$ cat config.mk
export PLATFORM = sky130hd
export DESIGN_NAME = mem_bus_arbiter
export DESIGN_NICKNAME = d
export VERILOG_FILES = /design/src/rtl/mem_bus_arbiter.sv
export SDC_FILE = /design/constraint.sdc
export NUM_CORES = 1
export LEC_CHECK = 0
export ABC_AREA = 1
export BUFFER_PORTS_ARGS = -buffer_cell sky130_fd_sc_hd__buf_4
export CAP_MARGIN = 5
export CORE_MARGIN = 2
export CORE_UTILIZATION = 40
export CTS_CLUSTER_SIZE = 12
export DETAILED_ROUTE_END_ITERATION = 12
export MAX_ROUTING_LAYER = met4
export PLACE_DENSITY = 0.69
export SLEW_MARGIN = 20
export SYNTH_ARGS = -nofsm -noshare
export SYNTH_HDL_FRONTEND = slang
export SYNTH_SLANG_ARGS = --single-unit
$ cat constraint.sdc
create_clock -name clk -period 1.2 [get_ports clk]
set_input_delay 0.18 -clock clk [delete_from_list [all_inputs] [get_ports clk]]
set_output_delay 0.18 -clock clk [all_outputs]
set_load 0.01 [all_outputs]
$ cat src/rtl/mem_bus_arbiter.sv
// mem_bus_arbiter: sequencing arbiter for the shared ROM/RAM bus.
// Three requesters (ROM fetch, RAM read, RAM write) are granted one at a
// time. Each grant runs through a fixed number of wait states and ends with
// a one-cycle acknowledge. Every bus-facing output comes from a flop.
//
// Build option: define MEM_BUS_ARB_RR_EN for round-robin arbitration.
// Without it, arbitration is fixed priority fetch > rd > wr.
module mem_bus_arbiter #(
   parameter int ADDR_W   = 8,
   parameter int DATA_W   = 8,
   parameter int ROM_WAIT = 1,
   parameter int RAM_WAIT = 2
) (
   input  logic              clk,
   input  logic              reset,
   input  logic              fetch_req,
   input  logic [ADDR_W-1:0] fetch_addr,
   output logic              fetch_ack,
   output logic [DATA_W-1:0] fetch_data,
   input  logic              rd_req,
   input  logic [ADDR_W-1:0] rd_addr,
   output logic              rd_ack,
   output logic [DATA_W-1:0] rd_data,
   input  logic              wr_req,
   input  logic [ADDR_W-1:0] wr_addr,
   input  logic [DATA_W-1:0] wr_data,
   output logic              wr_ack,
   output logic [ADDR_W-1:0] mem_addr,
   output logic [DATA_W-1:0] mem_wdata,
   output logic              rom_en,
   output logic              ram_re,
   output logic              ram_we,
   input  logic [DATA_W-1:0] rom_q,
   input  logic [DATA_W-1:0] ram_q,
   output logic              busy
);

   typedef enum logic [1:0] {
      ST_IDLE   = 2'd0,
      ST_ACCESS = 2'd1,
      ST_DONE   = 2'd2
   } state_t;

   // Requester codes double as bit positions in the request vector.
   localparam logic [1:0] SRC_FETCH = 2'd0;
   localparam logic [1:0] SRC_RD    = 2'd1;
   localparam logic [1:0] SRC_WR    = 2'd2;

   localparam logic [3:0] ROM_WAIT_C = 4'(ROM_WAIT);
   localparam logic [3:0] RAM_WAIT_C = 4'(RAM_WAIT);

   // First requester that is asking, in the search order a, b, c.
   // Returns {valid, code}.
   function automatic logic [2:0] pick3(input logic [2:0] req_v,
                                        input logic [1:0] a,
                                        input logic [1:0] b,
                                        input logic [1:0] c);
      logic [2:0] res;
      if (req_v[a]) begin
         res = {1'b1, a};
      end else if (req_v[b]) begin
         res = {1'b1, b};
      end else if (req_v[c]) begin
         res = {1'b1, c};
      end else begin
         res = 3'b000;
      end
      return res;
   endfunction

   state_t            state_q, state_d;
   logic [1:0]        winner_q, winner_d;
   logic [3:0]        cnt_q, cnt_d;
   logic [ADDR_W-1:0] mem_addr_q, mem_addr_d;
   logic [DATA_W-1:0] mem_wdata_q, mem_wdata_d;
   logic              rom_en_q, rom_en_d;
   logic              ram_re_q, ram_re_d;
   logic              ram_we_q, ram_we_d;
   logic              fetch_ack_q, fetch_ack_d;
   logic              rd_ack_q, rd_ack_d;
   logic              wr_ack_q, wr_ack_d;
   logic [DATA_W-1:0] fetch_data_q, fetch_data_d;
   logic [DATA_W-1:0] rd_data_q, rd_data_d;
   logic              busy_q, busy_d;

   logic [2:0]        req_v_s;
   logic [2:0]        pick_s;
   logic              grant_vld_s;
   logic [1:0]        grant_src_s;

`ifdef MEM_BUS_ARB_RR_EN
   // Last granted requester; the search starts just after it.
   logic [1:0]        ptr_q, ptr_d;
`endif

   assign req_v_s = {wr_req, rd_req, fetch_req};

   // Choose the requester that wins if the bus is idle this cycle
   always_comb begin
`ifdef MEM_BUS_ARB_RR_EN
      case (ptr_q)
         SRC_FETCH: pick_s = pick3(req_v_s, SRC_RD, SRC_WR, SRC_FETCH);
         SRC_RD:    pick_s = pick3(req_v_s, SRC_WR, SRC_FETCH, SRC_RD);
         SRC_WR:    pick_s = pick3(req_v_s, SRC_FETCH, SRC_RD, SRC_WR);
         default:   pick_s = pick3(req_v_s, SRC_RD, SRC_WR, SRC_FETCH);
      endcase
`else
      pick_s = pick3(req_v_s, SRC_FETCH, SRC_RD, SRC_WR);
`endif
      grant_vld_s = pick_s[2];
      grant_src_s = pick_s[1:0];
   end

   // Next-state and next-output logic for the transfer sequencer
   always_comb begin
      state_d      = state_q;
      winner_d     = winner_q;
      cnt_d        = cnt_q;
      mem_addr_d   = mem_addr_q;
      mem_wdata_d  = mem_wdata_q;
      rom_en_d     = 1'b0;
      ram_re_d     = 1'b0;
      ram_we_d     = 1'b0;
      fetch_ack_d  = 1'b0;
      rd_ack_d     = 1'b0;
      wr_ack_d     = 1'b0;
      fetch_data_d = fetch_data_q;
      rd_data_d    = rd_data_q;
`ifdef MEM_BUS_ARB_RR_EN
      ptr_d        = ptr_q;
`endif

      case (state_q)
         ST_IDLE: begin
            if (grant_vld_s) begin
               // Latch operands at grant; later changes are ignored.
               state_d  = ST_ACCESS;
               winner_d = grant_src_s;
`ifdef MEM_BUS_ARB_RR_EN
               ptr_d    = grant_src_s;
`endif
               case (grant_src_s)
                  SRC_FETCH: begin
                     cnt_d       = ROM_WAIT_C;
                     mem_addr_d  = fetch_addr;
                     mem_wdata_d = {DATA_W{1'b0}};
                     rom_en_d    = 1'b1;
                  end
                  SRC_RD: begin
                     cnt_d       = RAM_WAIT_C;
                     mem_addr_d  = rd_addr;
                     mem_wdata_d = {DATA_W{1'b0}};
                     ram_re_d    = 1'b1;
                  end
                  SRC_WR: begin
                     cnt_d       = RAM_WAIT_C;
                     mem_addr_d  = wr_addr;
                     mem_wdata_d = wr_data;
                     ram_we_d    = 1'b1;
                  end
                  default: begin
                     state_d = ST_IDLE;
                  end
               endcase
            end else begin
               state_d = ST_IDLE;
            end
         end

         ST_ACCESS: begin
            if (cnt_q == 4'd0) begin
               // Last access cycle: capture read data and acknowledge.
               state_d     = ST_DONE;
               mem_wdata_d = {DATA_W{1'b0}};
               case (winner_q)
                  SRC_FETCH: begin
                     fetch_ack_d  = 1'b1;
                     fetch_data_d = rom_q;
                  end
                  SRC_RD: begin
                     rd_ack_d  = 1'b1;
                     rd_data_d = ram_q;
                  end
                  SRC_WR: begin
                     wr_ack_d = 1'b1;
                  end
                  default: begin
                     fetch_ack_d = 1'b0;
                  end
               endcase
            end else begin
               cnt_d    = cnt_q - 4'd1;
               rom_en_d = rom_en_q;
               ram_re_d = ram_re_q;
               ram_we_d = ram_we_q;
            end
         end

         ST_DONE: begin
            state_d = ST_IDLE;
         end

         default: begin
            state_d = ST_IDLE;
         end
      endcase

      busy_d = (state_d != ST_IDLE);
   end

   // State, latched operands and registered bus outputs
   always_ff @(posedge clk or posedge reset) begin
      if (reset) begin
         state_q      <= ST_IDLE;
         winner_q     <= SRC_FETCH;
         cnt_q        <= 4'd0;
         mem_addr_q   <= {ADDR_W{1'b0}};
         mem_wdata_q  <= {DATA_W{1'b0}};
         rom_en_q     <= 1'b0;
         ram_re_q     <= 1'b0;
         ram_we_q     <= 1'b0;
         fetch_ack_q  <= 1'b0;
         rd_ack_q     <= 1'b0;
         wr_ack_q     <= 1'b0;
         fetch_data_q <= {DATA_W{1'b0}};
         rd_data_q    <= {DATA_W{1'b0}};
         busy_q       <= 1'b0;
      end else begin
         state_q      <= state_d;
         winner_q     <= winner_d;
         cnt_q        <= cnt_d;
         mem_addr_q   <= mem_addr_d;
         mem_wdata_q  <= mem_wdata_d;
         rom_en_q     <= rom_en_d;
         ram_re_q     <= ram_re_d;
         ram_we_q     <= ram_we_d;
         fetch_ack_q  <= fetch_ack_d;
         rd_ack_q     <= rd_ack_d;
         wr_ack_q     <= wr_ack_d;
         fetch_data_q <= fetch_data_d;
         rd_data_q    <= rd_data_d;
         busy_q       <= busy_d;
      end
   end

`ifdef MEM_BUS_ARB_RR_EN
   // Round-robin pointer, starting at fetch so rd is favoured first
   always_ff @(posedge clk or posedge reset) begin
      if (reset) begin
         ptr_q <= SRC_FETCH;
      end else begin
         ptr_q <= ptr_d;
      end
   end
`endif

   assign fetch_ack  = fetch_ack_q;
   assign fetch_data = fetch_data_q;
   assign rd_ack     = rd_ack_q;
   assign rd_data    = rd_data_q;
   assign wr_ack     = wr_ack_q;
   assign mem_addr   = mem_addr_q;
   assign mem_wdata  = mem_wdata_q;
   assign rom_en     = rom_en_q;
   assign ram_re     = ram_re_q;
   assign ram_we     = ram_we_q;
   assign busy       = busy_q;

endmodule

### After elaboration in Yosys (flattened, before gate mapping)

Cells that the tools add are included.

* flip-flop bits (word level): 47
* input port bits: 53
* output and inout bits: 39
* logic and storage cells: 76

* add/subtract/negate cells: 1
* equality and inequality tests: 10
* muxes and demuxes: 35
* reductions and logical operators: 16

Operator list (number)
* $pmux W8 S2: 2
* $pmux W8 S3: 1
* $mux W1: 17
* $mux W8: 2
* $pmux W4 S2: 2
* $mux W3: 3
* $reduce_and A3 Y1: 3
* $mux W4: 2
* $reduce_and A4 Y1: 2
* $eq A2 B1 Y1 const B: 3
* $logic_not A2 Y1: 3
* $ne A2 B2 Y1 const B: 3
* $ne A3 B2 Y1 const B: 2
* $pmux W1 S2: 3
* $eq A2 B2 Y1 const B: 2
* $logic_not A4 Y1: 1
* $mux W2: 2
* $pmux W2 S2: 1
* $reduce_bool A2 Y1: 2
* $reduce_or A2 Y1: 2
* $sub A4 B1 Y4 const B: 1
* $reduce_bool A3 Y1: 1
* $reduce_or A3 Y1: 1
* $reduce_and A2 Y1: 1

### Longest topological paths before layout

* word-level depth: 9
* gate-level depth with buffers: 11
* depth with buffers taken out: 10

### Worst setup path before layout

Ideal clock, no wire load.

* kind: input to register
* start point: in rd_req
* end point: reg mem_wdata_q[0], in the netlist mem_wdata[0]
* setup time: 117 ps
* arrival time: 1502 ps
* data required time: 1083 ps
* setup slack: -419 ps
* stages on the path: 10
* buffers on the path: 1
* cell sequence: nor3_1 inv_1 ha_1 buf_4 inv_1 nand3_1 nand3_2 nand2_1 nand2_1 nand2_1

* word-level cells in the longest chain between the ends: 7
* elaborated cells between the ends (all ways): 12
* classes of those cells: 4 x eq/ne; 5 x mux; 3 x reduce/logical

RTL lines
* from (decl): RTL line 20 `input logic rd_req,`
* $mux W3 (*): RTL line 61 `end else if (req_v[b]) begin`
* $mux W3 (*): RTL line 59 `if (req_v[a]) begin`
* $eq A2 B1 Y1 / $logic_not A2 Y1 (equally long branches): RTL line 142 `case (grant_src_s)`
* $reduce_or A2 Y1 (no line)
* $pmux W8 S2: RTL line 142
* $mux W8: RTL line 135 `if (grant_vld_s) begin`
* $pmux W8 S2: RTL line 133 `case (state_q)`
* to (signal assigned): RTL line 218 `mem_wdata_q <= {DATA_W{1'b0}};`
* to (signal assigned): RTL line 233 `mem_wdata_q <= mem_wdata_d;`
* to (decl): RTL line 75 `logic [DATA_W-1:0] mem_wdata_q, mem_wdata_d;`

Every way passes the cells marked *; elsewhere a longest branch is shown, timed or not. The select of a mux whose other input is x is not followed.
A chain may end at the register's enable or synchronous reset.

### Worst setup path after layout

* start point: reg cnt_q[0]
* end point: reg rd_data_q[2], in the netlist rd_data[2]

* word-level cells in the longest chain between the ends: 2

RTL lines
* from (decl): RTL line 73 `logic [3:0] cnt_q, cnt_d;`
* from (signal assigned): RTL line 231 `cnt_q <= cnt_d;`
* $logic_not A4 Y1: RTL line 171 `if (cnt_q == 4'd0) begin`
* $reduce_and A3 Y1 (no line)
* to (signal assigned): RTL line 226 `rd_data_q <= {DATA_W{1'b0}};`
* to (signal assigned): RTL line 241 `rd_data_q <= rd_data_d;`
* to (decl): RTL line 83 `logic [DATA_W-1:0] rd_data_q, rd_data_d;`

No other way between the ends.

==> metrics.txt <==
# TYPE chip_impl_metric gauge
chip_impl_metric{name="cts.path.max_buffers",unit=""} 2
chip_impl_metric{name="muxShareOfSynthArea",unit="%"} 0
chip_impl_metric{name="synth-warning-count",unit=""} 0
chip_impl_info{name="failed_checks",value="negative setup slack"} 1
chip_impl_info{name="min_to",value="rd_data[6]"} 1
chip_impl_metric{name="cts.sink_count",unit=""} 47
chip_impl_metric{name="die_width",unit="µm"} 79.2
chip_impl_metric{name="cp.required",unit="ns"} 1.44
chip_impl_info{name="status",value="complete, but fails checks"} 1
chip_impl_metric{name="finalSetupTns",unit="ns"} -3.65
chip_impl_metric{name="layout-drive-gt1-share",unit="%"} 43.6
chip_impl_metric{name="grt_antenna_before_repair",unit=""} 0
chip_impl_metric{name="synth.distinct_cells",unit=""} 24
chip_impl_metric{name="wire_length_of_the_first_global_routing_pass",unit="µm"} 9870
chip_impl_metric{name="clkTransAtPathRegs",unit="ns"} 0.09
chip_impl_metric{name="report.power.total",unit="mW"} 7.95
chip_impl_info{name="layout_commonest_cell",value="sky130_fd_sc_hd__buf_4"} 1
chip_impl_metric{name="timing.reg2reg.worst_path_depth",unit=""} 9
chip_impl_metric{name="post_synth_fa_ha_maj_area_fraction",unit="%"} 3.32
chip_impl_info{name="critPathCaptureType",value="flop"} 1
chip_impl_metric{name="drt-initial-drc-count",unit=""} 101
chip_impl_metric{name="post_synth_xor_area_fraction",unit="%"} 0
chip_impl_metric{name="grt_overflow",unit=""} 0
chip_impl_metric{name="finalNetCount",unit=""} 469
chip_impl_metric{name="grt_usage",unit="%"} 20.4
chip_impl_info{name="worstReg2RegStart",value="cnt_q[0]"} 1
chip_impl_metric{name="avgRoutedWirePerCell",unit="µm"} 12.5
chip_impl_metric{name="whs_path_cells",unit=""} 3
chip_impl_info{name="tritoncts",value="yes"} 1
chip_impl_metric{name="top_ports",unit=""} 92
chip_impl_metric{name="final_cycle_share",unit="%"} 114
chip_impl_metric{name="area.sequential",unit="µm²"} 1180
chip_impl_metric{name="synth_sequential_area_ratio",unit="%"} 52.0
chip_impl_metric{name="cellLeakagePower",unit="nW"} 1.90
chip_impl_metric{name="worst_skew_pair.late_latency",unit="ns"} 0.29
chip_impl_metric{name="portBuffers",unit=""} 91
chip_impl_metric{name="drv_cap",unit=""} 0
chip_impl_metric{name="max_slew_margin",unit="%"} 72.2
chip_impl_info{name="crit-reg2reg-capture",value="rd_data[2]"} 1
chip_impl_metric{name="postSynthCellCount",unit=""} 281
chip_impl_metric{name="fillerInstances",unit=""} 470
chip_impl_metric{name="antenna_violating_nets_post_route",unit=""} 0
chip_impl_info{name="hold_path_class",value="primary input to flop"} 1
chip_impl_metric{name="grt_start_max_net_pins",unit=""} 18
chip_impl_metric{name="max-vdd-ir-drop",unit="V"} 0.00106
chip_impl_info{name="timing.critical_path.from_type",value="flop"} 1
chip_impl_metric{name="first_global_vias",unit=""} 2282
chip_impl_metric{name="antenna-diode-count",unit=""} 0
chip_impl_info{name="hold_start",value="ram_q[6]"} 1
chip_impl_metric{name="finalWorstPathRequiredPeriod",unit="ns"} 1.37
chip_impl_metric{name="floorplan.rows",unit=""} 27
chip_impl_metric{name="vias",unit=""} 2319
chip_impl_metric{name="synth_top_cell_area_share",unit="%"} 52.0
chip_impl_metric{name="reg2reg_setup_slack",unit="ns"} -0.17
chip_impl_metric{name="cts_made_buffers",unit=""} 5
chip_impl_metric{name="worstMarginPinSlew",unit="ns"} 0.416
chip_impl_info{name="layout.cells.most_common_list",value="117 x sky130_fd_sc_hd__buf_4, 108 x sky130_fd_sc_hd__nand2_1, 47 x sky130_fd_sc_hd__dfrtp_1"} 1
chip_impl_metric{name="place_worst_setup_slack",unit="ns"} -0.310
chip_impl_metric{name="fp.coreArea",unit="µm²"} 5470
chip_impl_metric{name="final-setup-viol-count",unit=""} 31
chip_impl_metric{name="die_area",unit="µm²"} 6270
chip_impl_metric{name="yosys.area_share.simple",unit="%"} 33.8
chip_impl_info{name="criticalPathCategory",value="flop to flop"} 1
chip_impl_info{name="grt_setup_unrepaired",value="true"} 1
chip_impl_metric{name="routed_wirelength",unit="µm"} 6030
chip_impl_info{name="synth.top_cells.by_area",value="sky130_fd_sc_hd__dfrtp_1 52%, sky130_fd_sc_hd__nand2_1 19%, sky130_fd_sc_hd__a21oi_1 3.8%, sky130_fd_sc_hd__nand3_1 3.8%, sky130_fd_sc_hd__nor2_1 3.7%"} 1
chip_impl_metric{name="vias_per_cell",unit=""} 4.80
chip_impl_info{name="clockRootBuffer",value="sky130_fd_sc_hd__clkbuf_8"} 1
chip_impl_metric{name="critPathMaxFanout",unit=""} 6
chip_impl_info{name="synth_top_family_by_area",value="simple AND/OR/NAND/NOR gates"} 1
chip_impl_metric{name="holdWs",unit="ns"} 0.0789
chip_impl_metric{name="htree_levels",unit=""} 2
chip_impl_info{name="synth_top_area_cell",value="sky130_fd_sc_hd__dfrtp_1"} 1
chip_impl_metric{name="synthesis.nets",unit=""} 340
chip_impl_metric{name="ys_ff_latch",unit=""} 47
chip_impl_metric{name="p_per_area",unit="nW/µm²"} 2230
chip_impl_metric{name="clock_skews",unit="ns"} 0.00623
chip_impl_metric{name="final_wtd_congestion",unit=""} 0.838
chip_impl_metric{name="final-max-slew-violation-count",unit=""} 0
chip_impl_metric{name="post-route-drc-count",unit=""} 0
chip_impl_metric{name="synthesis.area_per_instance",unit="µm²"} 8.05
chip_impl_metric{name="endpoint_arrival_time_on_the_critical_path",unit="ns"} 1.61
chip_impl_metric{name="final-hold-violation-count",unit=""} 0
chip_impl_metric{name="detail_route.first_pass.iterations",unit=""} 6
chip_impl_metric{name="chipHeight",unit="µm"} 79.2
chip_impl_metric{name="initial_core_util",unit="%"} 41.3
chip_impl_metric{name="synth-compound-area-share",unit="%"} 5.42
chip_impl_metric{name="finish.utilization",unit="%"} 65.2
chip_impl_metric{name="netlist_area",unit="µm²"} 2260
chip_impl_metric{name="post_dp_hpwl",unit="µm"} 4390
chip_impl_metric{name="finalWorstSetupSlack",unit="ns"} -0.168
chip_impl_metric{name="fmaxAchievable",unit="GHz"} 0.731
chip_impl_metric{name="flow.area_growth_from_synthesis",unit="%"} 57.6
chip_impl_metric{name="multi_input_comb_area",unit="µm²"} 1110
## layout make-up
| type | instances | area share (%) |
|---|---|---|
| Multi-Input combinational cell | 208 | 31.3 |
| Clock buffer | 6 | 2.04 |
| Sequential cell | 47 | 33.0 |
| Timing Repair Buffer | 126 | 28.2 |
| Inverter | 21 | 2.53 |
| Timing Repair inverter | 1 | 0.140 |
| Clock inverter | 2 | 0.351 |
| Tap cell | 72 | 2.53 |
## critical path: stages, from the launching register on
cell                       delay, ns
sky130_fd_sc_hd__dfrtp_1        0.41
sky130_fd_sc_hd__inv_2          0.08
sky130_fd_sc_hd__ha_4           0.14
sky130_fd_sc_hd__nand3_4        0.07
sky130_fd_sc_hd__nor2_4         0.17
sky130_fd_sc_hd__buf_4          0.15
sky130_fd_sc_hd__nand2_4        0.08
sky130_fd_sc_hd__clkinv_2       0.10
sky130_fd_sc_hd__nand2_1        0.06
sky130_fd_sc_hd__nand2_1        0.05
## where the power goes
group | internal [mW] | switching, mW
combinational | 2.10 | 2.30
clock | 0.408 | 0.519
sequential | 2.22 | 0.403
total | 4.73 | 3.22
## worst max path at each step
stage | to | start | depth (start not counted) | slack, ns
floorplan | mem_addr[0] | fetch_req | 9 | -0.10
global placement | mem_addr[7] | fetch_req | 9 | -0.24
detailed placement | mem_addr[6] | fetch_req | 9 | -0.31
CTS | fetch_data[6] | cnt_q[1] | 8 | -0.15
global route | rd_data[3] | cnt_q[0] | 9 | -0.23
finish | rd_data[2] | cnt_q[0] | 9 | -0.17
## registers in the layout, indices dropped and copies added (netlist names)
| name | cells |
|---|---|
| winner_q | 2 |
| rd_ack | 1 |
| cnt_q | 4 |
| fetch_data | 8 |
| busy | 1 |
| ram_re | 1 |
| mem_addr | 8 |
| mem_wdata | 8 |
| state_q | 2 |
| ram_we | 1 |
| fetch_ack | 1 |
| wr_ack | 1 |
| rom_en | 1 |
| rd_data | 8 |
## metal layers
layer / global-route usage (%) / vias to the layer above / routed length [µm]
met5: - / - / 0
met4: 8.28 / 0 / 113
met3: 3.52 / 10 / 284
met2: 33.2 / 69 / 3120
met1: 25.4 / 1088 / 2510
li1: - / 1152 / -
## what timing repair did
action                                  CTS  global route
gates resized for setup                  13            13
endpoints found under the setup margin   32            42
hold buffers                              1             0
pin swaps                                 4             8
buffers inserted                          4             5
cloned                                    1             2
hold endpoints to repair                 15             0
## metrics by stage
stage	area (µm²)	cells
after global placement	3280	462
final	3570	483
after CTS	3460	476
after floorplan	2360	281
after detailed placement	3280	462
after global routing	3570	483
## synthesized netlist by cell type, drive strengths merged
master	number
o21ai	6
ha	6
nand4	8
o21a	1
dfrtp	47
nand3b	1
nor2	26
or2	1
inv	20
a21oi	17
nand3	20
buf	7
nand2	118
clkinv	1
nor3	2
## cell families (layout without fill, tap and decap cells)
family / after synthesis / in the layout
compound gates: 24 / 24
fa+ha+maj: 6 / 6
buf+inv: 28 / 156
flops: 47 / 47
simple gates: 176 / 178
No activity file was read; power rests on OpenSTA's default activity.
